[config.mk]
export PLATFORM = sky130hd
export DESIGN_NAME = dbscan_label_streamer
export DESIGN_NICKNAME = d
export VERILOG_FILES = /design/src/rtl/dbscan_pkg.sv /design/src/rtl/dbscan_out_reg.sv /design/src/rtl/dbscan_label_streamer.sv
export SDC_FILE = /design/constraint.sdc
export NUM_CORES = 1
export LEC_CHECK = 0
export ABC_AREA = 1
export CAP_MARGIN = 20
export CORE_ASPECT_RATIO = 0.75
export CORE_MARGIN = 2
export CORE_UTILIZATION = 46
export DETAILED_ROUTE_END_ITERATION = 7
export PLACE_DENSITY = 0.83
export SYNTH_ARGS = -nofsm -noshare
export SYNTH_HDL_FRONTEND = slang
export SYNTH_SLANG_ARGS = --single-unit
[constraint.sdc]
create_clock -name clk -period 1.35 [get_ports clk]
set_input_delay 0.27 -clock clk [delete_from_list [all_inputs] [get_ports clk]]
set_output_delay 0.27 -clock clk [all_outputs]
set_load 0.01 [all_outputs]
[src/rtl/dbscan_pkg.sv]
// rtl/dbscan_pkg.sv - shared constants and state encoding for the DBSCAN label streamer
package dbscan_pkg;

  localparam int N     = 16;
  localparam int IDX_W = 4;
  localparam int LBL_W = 4;

  // Label value reserved for noise / unassigned points
  localparam int NOISE_LABEL = 0;

  typedef enum logic [1:0] {
    IDLE   = 2'd0,
    STREAM = 2'd1,
    FLUSH  = 2'd2
  } state_t;

endpackage

[src/rtl/dbscan_out_reg.sv]
// rtl/dbscan_out_reg.sv - valid/ready output register for one streamed point record
module dbscan_out_reg
  import dbscan_pkg::*;
#(
  parameter int IDX_W = dbscan_pkg::IDX_W,
  parameter int LBL_W = dbscan_pkg::LBL_W
) (
  input  logic             clk,
  input  logic             rst,
  input  logic             load,
  input  logic             drop,
  input  logic [IDX_W-1:0] d_idx,
  input  logic [LBL_W-1:0] d_label,
  input  logic             d_core,
  input  logic             d_last,
  output logic             q_valid,
  output logic [IDX_W-1:0] q_idx,
  output logic [LBL_W-1:0] q_label,
  output logic             q_core,
  output logic             q_last
);

  // Capture a new record on load, empty on drop, otherwise hold for the consumer
  always_ff @(posedge clk or posedge rst) begin
    if (rst) begin
      q_valid <= 1'b0;
      q_idx   <= '0;
      q_label <= '0;
      q_core  <= 1'b0;
      q_last  <= 1'b0;
    end else if (load) begin
      q_valid <= 1'b1;
      q_idx   <= d_idx;
      q_label <= d_label;
      q_core  <= d_core;
      q_last  <= d_last;
    end else if (drop) begin
      q_valid <= 1'b0;
      q_last  <= 1'b0;
    end
  end

endmodule

[src/rtl/dbscan_label_streamer.sv]
// rtl/dbscan_label_streamer.sv - streams per-point cluster label/core records out of point memory (optional DBSCAN_STATS_EN)
module dbscan_label_streamer #(
  parameter int N     = dbscan_pkg::N,
  parameter int IDX_W = dbscan_pkg::IDX_W,
  parameter int LBL_W = dbscan_pkg::LBL_W
) (
  input  logic             clk,
  input  logic             rst,
  input  logic             start,
  output logic [IDX_W-1:0] rd_addr,
  input  logic [LBL_W-1:0] rd_label,
  input  logic             rd_core,
  output logic             out_valid,
  input  logic             out_ready,
  output logic [IDX_W-1:0] out_idx,
  output logic [LBL_W-1:0] out_label,
  output logic             out_core,
  output logic             out_last,
  output logic             busy,
  output logic             stream_done
`ifdef DBSCAN_STATS_EN
  ,
  output logic [IDX_W:0]   noise_cnt,
  output logic [IDX_W:0]   core_cnt,
  output logic [LBL_W-1:0] max_label
`endif
);

  import dbscan_pkg::*;

  localparam logic [IDX_W-1:0] LAST_IDX = IDX_W'(N - 1);

  state_t           state;
  logic [IDX_W-1:0] counter;
  logic             load;
  logic             drop;
  logic             transfer;
  logic             rec_last;
  logic             accept_start;

  assign transfer     = out_valid & out_ready;
  assign accept_start = (state == IDLE) & start & ~busy;
  // counter is zero in IDLE and parks on N-1 in FLUSH, so it is always a legal address
  assign rd_addr      = counter;
  assign out_last     = rec_last & out_valid;

  // Decide when the output register takes the record at rd_addr or empties
  always_comb begin
    load = 1'b0;
    drop = 1'b0;
    case (state)
      IDLE:    load = accept_start;
      STREAM:  load = ~out_valid | out_ready;
      FLUSH:   drop = transfer;
      default: ;
    endcase
  end

  dbscan_out_reg #(
    .IDX_W (IDX_W),
    .LBL_W (LBL_W)
  ) u_out_reg (
    .clk     (clk),
    .rst     (rst),
    .load    (load),
    .drop    (drop),
    .d_idx   (counter),
    .d_label (rd_label),
    .d_core  (rd_core),
    .d_last  (counter == LAST_IDX),
    .q_valid (out_valid),
    .q_idx   (out_idx),
    .q_label (out_label),
    .q_core  (out_core),
    .q_last  (rec_last)
  );

  // Readout sequencer: address counter, busy window and end-of-stream pulse
  always_ff @(posedge clk or posedge rst) begin
    if (rst) begin
      state       <= IDLE;
      counter     <= '0;
      busy        <= 1'b0;
      stream_done <= 1'b0;
    end else begin
      stream_done <= 1'b0;
      case (state)
        IDLE: begin
          // busy is still high only in the stream_done cycle; a start there is ignored
          busy <= 1'b0;
          if (accept_start) begin
            busy <= 1'b1;
            if (N == 1) begin
              state <= FLUSH;
            end else begin
              counter <= IDX_W'(1);
              state   <= STREAM;
            end
          end
        end
        STREAM: begin
          if (load) begin
            if (counter == LAST_IDX) begin
              state <= FLUSH;
            end else begin
              counter <= counter + IDX_W'(1);
            end
          end
        end
        FLUSH: begin
          if (transfer) begin
            state       <= IDLE;
            counter     <= '0;
            stream_done <= 1'b1;
          end
        end
        default: begin
          state   <= IDLE;
          counter <= '0;
        end
      endcase
    end
  end

`ifdef DBSCAN_STATS_EN
  // Accumulate noise/core counts and the highest label over accepted records
  always_ff @(posedge clk or posedge rst) begin
    if (rst) begin
      noise_cnt <= '0;
      core_cnt  <= '0;
      max_label <= '0;
    end else if (accept_start) begin
      noise_cnt <= '0;
      core_cnt  <= '0;
      max_label <= '0;
    end else if (transfer) begin
      if (out_label == LBL_W'(NOISE_LABEL)) noise_cnt <= noise_cnt + 1'b1;
      if (out_core) core_cnt <= core_cnt + 1'b1;
      if (out_label > max_label) max_label <= out_label;
    end
  end
`endif

endmodule

## Yosys cells after proc, flatten, opt, wreduce, memory -nomap -nowiden

Index checks and enable logic that the tools add are counted.

- Bits in registers: 19
- Input bits: 9
- Output and inout bits: 17
- Word-level logic and storage cells: 47

- Add/subtract/negate cells: 1
- Equal/unequal tests: 8
- Multiplexer cells: 18
- Bitwise operators: 7
- Reduce and logical (&&, ||, !) cells: 4

Operator list:

| kind | count |
|---|---|
| $mux 4 | 4 |
| $pmux 4 s3 | 1 |
| $mux 2 | 4 |
| $ne 2x2->1 const B | 4 |
| $reduce_and 4->1 | 2 |
| $mux 1 | 7 |
| $pmux 2 s3 | 1 |
| $add 4x1->4 const B | 1 |
| $and 1x1->1 | 4 |
| $eq 4x4->1 const B | 1 |
| $eq 2x1->1 const B | 1 |
| $eq 2x2->1 const B | 1 |
| $logic_not 2->1 | 1 |
| $ne 2x1->1 const B | 1 |
| $not 1->1 | 2 |
| $pmux 1 s2 | 1 |
| $reduce_bool 2->1 | 1 |
| $or 1x1->1 | 1 |

## Depth between registers and ports, before layout

- Depth after elaboration: 6
- Mapped depth: 8

## By module

From an unflattened synthesis, not the netlist that was laid out.

- Cells, all modules: 119
- Area total of the unflattened synthesis: 949.7 µm²

By module, submodules not included:

| module | times used | cells an instance | area each (µm²) | seq. area each (µm²) |
|---|---|---|---|---|
| dbscan_label_streamer | 1 | 72 | 531.8 | 200.2 |
| dbscan_out_reg | 1 | 47 | 417.9 | 275.3 |

## Least setup slack after synthesis

No wires, ideal clock.

- Kind: reg-to-reg
- Start: register counter[0], in the netlist rd_addr[0]
- End: register counter[3], in the netlist rd_addr[3]
- Setup time: 0.116 ns
- Arrival time: 1.145 ns
- Data required time: 1.234 ns
- Slack: 0.088 ns
- Stages on the path, launching flop included: 8
- Buffers on the path: 0
- Period minus slack after synthesis: 1.262 ns
- Cell sequence: dfrtp_1 -> ha_1 -> nand3_1 -> nor2_1 -> nor2_4 -> nand2_2 -> nand2_1 -> nand2_1

- Longest elaborated chain between the ends: 4

RTL lines:

| element | line | source |
|---|---|---|
| start, declared | dbscan_label_streamer.sv:34 | `logic [IDX_W-1:0] counter;` |
| start signal, assigned | dbscan_label_streamer.sv:106 | `counter <= counter + IDX_W'(1);` |
| $add 4x1->4 | dbscan_label_streamer.sv:106 |  |
| $mux 4 | dbscan_label_streamer.sv:103 | `if (counter == LAST_IDX) begin` |
| $mux 4 | dbscan_label_streamer.sv:102 | `if (load) begin` |
| $pmux 4 s3 | dbscan_label_streamer.sv:87 | `case (state)` |

Several ways; a longest one is shown, not always the timed one. The select of a mux whose other input is x is not followed.
A chain may end at the register's enable or synchronous reset.

## Worst setup path in the final report

- Start: register counter[1], in the netlist rd_addr[1]
- End: register counter[3], in the netlist rd_addr[3]

The elaborated chain is that of the path after synthesis.

==> results.json <==
{
  "synth_flop_cell": "dfrtp_1",
  "ant_nets": 0,
  "first_iter_violations": 19,
  "synth-edff-count": 0,
  "fp.dieW_um": 56.1,
  "grt-ovfl-total": 0,
  "critPathLaunchType": "flip-flop",
  "area_growth_pct": 41.9,
  "cp_slowest_cell": "dfrtp_1",
  "avgRoutedWirePerCell_um": 11.8,
  "ios": 26,
  "chipHeight_um": 43.0,
  "grt_use_total": 0.199,
  "max_stage_delay_ps": 390,
  "p_switching_uw": 1050,
  "path_cells": "buf_4 -> ha_4 -> nand3_2 -> nor2_2 -> nor2_4 -> nand2_2 -> nand2_2 -> nand2_1",
  "yosys_warnings": 0,
  "async_reset_ff_frac": 1.00,
  "arrival_ps": 1480,
  "cp-startpoint": "rd_addr[1]",
  "synth_top_cell_area_share": 0.509,
  "path_delay_family": "simple AND/OR/NAND/NOR gates",
  "fmax_mhz": 779,
  "syn_nets": 127,
  "crit_path_end_kind": "flip-flop",
  "status": "finished, final reports clean",
  "dr_wl_met3_um": 99,
  "syn_inst": 117,
  "yosysSeqAreaShare": 0.509,
  "period_share": 0.951,
  "rsz0062_at_grt": "yes",
  "synth.most_common_cell": "nand2_1",
  "finalCriticalPeriod_ps": 1280,
  "grt_pass1_vias": 868,
  "viasPerCell": 4.92,
  "relSlewSlack": 0.835,
  "cts_buffer_depth": 2,
  "vdd_drop_max_v": 0.00106,
  "htreeDepth": 1,
  "vias": 891,
  "ys_ff_latch": 19,
  "crit_fanout": 4,
  "synth_area_leaders": "dfrtp_1 51%, nand2_1 19%, nor2_1 3.6%",
  "grt_pass1_wl_mm": 3.71,
  "grt_max_degree": 20,
  "clkPwrFrac": 0.109,
  "syn-cell-area_um2": 935,
  "clockRootBuffer": "clkbuf_4",
  "synthDistinctLibCells": 19,
  "clkSlewWorstSetupHoldPaths_ps": 100,
  "final_nets": 168,
  "synth_top_area_cell": "dfrtp_1",
  "finalSetupViolCount": 0,
  "worstMarginPinSlew_ps": 248,
  "drive_above_1_share": 0.229,
  "power_density_nw_per_um2": 1940,
  "initial_core_util": 0.476,
  "cts_buffers": 3,
  "maxCapViolations": 0,
  "combPwrFrac": 0.538,
  "holdBufCountCts": 0,
  "clk_latency_ps": 290,
  "power.internal_uw": 1520,
  "synth_common_cells": "48 x nand2_1, 19 x dfrtp_1, 9 x nor2_1",
  "firstDrtPassIters": 4,
  "n_antenna_cell": 0,
  "min_path_type": "input pin to async pin",
  "finClkSkew_ps": 2.39,
  "critPathRequiredTime_ps": 1540,
  "coreArea_um2": 1960,
  "dp_hpwl_mm": 1.47,
  "portBuffers": 25,
  "drc": 0,
  "wl_met2_mm": 1.08,
  "cts_tree": "yes",
  "syn_avg_cell_area_um2": 7.99,
  "rows": 14,
  "swShare": 0.407,
  "critPathBufInv": 1,
  "seqPwrFrac": 0.353,
  "place.gp.congestion": 0.893,
  "antenna_found_initial": 0,
  "leakage_uw": 0.000745,
  "final_core_utilization": 0.676,
  "worst_path_most_repeated_cell": "nand2_2",
  "wl_met1_um": 951,
  "wl_mm": 2.14,
  "clock-sinks": 19,
  "hold_viol": 0,
  "whs_ps": 286,
  "report.final.slew_viol_count": 0,
  "timing.rr.start": "rd_addr[1]",
  "highest_layer": "met3",
  "dieArea_um2": 2410,
  "path_class": "flip-flop to flip-flop"
}
[routing by layer]
| layer | GRT usage | up-vias |
|---|---|---|
| met2 | 0.334 | 20 |
| met3 | 0.0762 | 0 |
| met4 | 0.0143 | 0 |
| met5 | 0 | - |
| li1 | - | 445 |
| met1 | 0.258 | 426 |
[timing repair]
action                     CTS  global route
resized for setup           20             7
buffers inserted             4             1
setup endpoints to repair   21             8
hold endpoints to repair     0             0
pin swaps                    2             2
[logic make-up after synthesis]
family                   after synthesis  share of synthesized area
AO/OA/AOI/OAI                          9                     0.0602
adder cells (fa/ha/maj)                1                     0.0134
flip-flops                            19                      0.509
AND/OR/NAND/NOR                       73                      0.340
XOR/XNOR                               1                    0.00937
buffers and inverters                 14                     0.0683
[layout make-up]
class | count | area, um^2
fill | 164 | 636
sequential | 19 | 477
tap | 24 | 30.0
multi-input combinational | 84 | 418
timing repair buffer | 38 | 330
clock buffer | 4 | 26.3
inverter | 12 | 45.0
[layout by cell type (no fill, tap or decap), types with 3 or more instances in the layout]
cell type	netlist	final
dlygate4sd2_1	0	15
inv_2	4	4
nor2_1	9	8
inv_1	8	8
nand2_2	4	5
nand3_1	6	5
nand2_1	48	47
o21ai_2	3	3
clkbuf_4	0	3
clkdlybuf4s50_1	0	8
dfrtp_1	19	18
o21ai_0	4	4
buf_4	1	13
[flip-flops by register name, indices dropped and copies added (netlist names)]
name	cells
state	2
u_out_reg.q_valid	1
stream_done	1
u_out_reg.q_last	1
u_out_reg.q_idx	4
rd_addr	4
busy	1
u_out_reg.q_core	1
u_out_reg.q_label	4
[path summary, 6_finish.rpt]
check / end / slack, ps / depth (start not counted)
max: rd_addr[3] / 70 / 8
min: u_out_reg.q_core / 290 / 3
max reg2reg: rd_addr[3] / 70 / 8
min reg2reg: u_out_reg.q_core / 470 / 2
max in group asynchronous: state[1] / 850 / 3
min in group clk: u_out_reg.q_core / 470 / 2
[metrics by stage]
stage               setup TNS [ps]  total power, uW  area (um^2)  worst slack (ps)  cells
detailed placement            -669             2270         1260             -65.6    172
global route                 -19.2             2810         1330             -19.2    181
floorplan                        0             1680          935              88.3    117
finish                           0             2570         1330              65.9    181
CTS                              0             2500         1300              6.98    180
global placement              -219             2240         1260             -33.5    172
[power by group through the flow]
| stage | clock network (uW) | logic (uW) | registers [uW] |
|---|---|---|---|
| 4_1_cts | 290 | 1310 | 903 |
| 3_3_place_gp | 0 | 1290 | 949 |
| 5_1_grt | 323 | 1550 | 937 |
| 3_5_place_dp | 0 | 1320 | 950 |
| 2_1_floorplan | 0 | 639 | 1040 |
| 6_report | 281 | 1380 | 908 |
[worst reg2reg max path, cell delays in order (launching register included)]
cell     delay (ps)
dfrtp_1         390
buf_4           160
ha_4            160
nand3_2          80
nor2_2           50
nor2_4          120
nand2_2          90
nand2_2          70
nand2_1          50
Power figures use the tool's default switching activity.
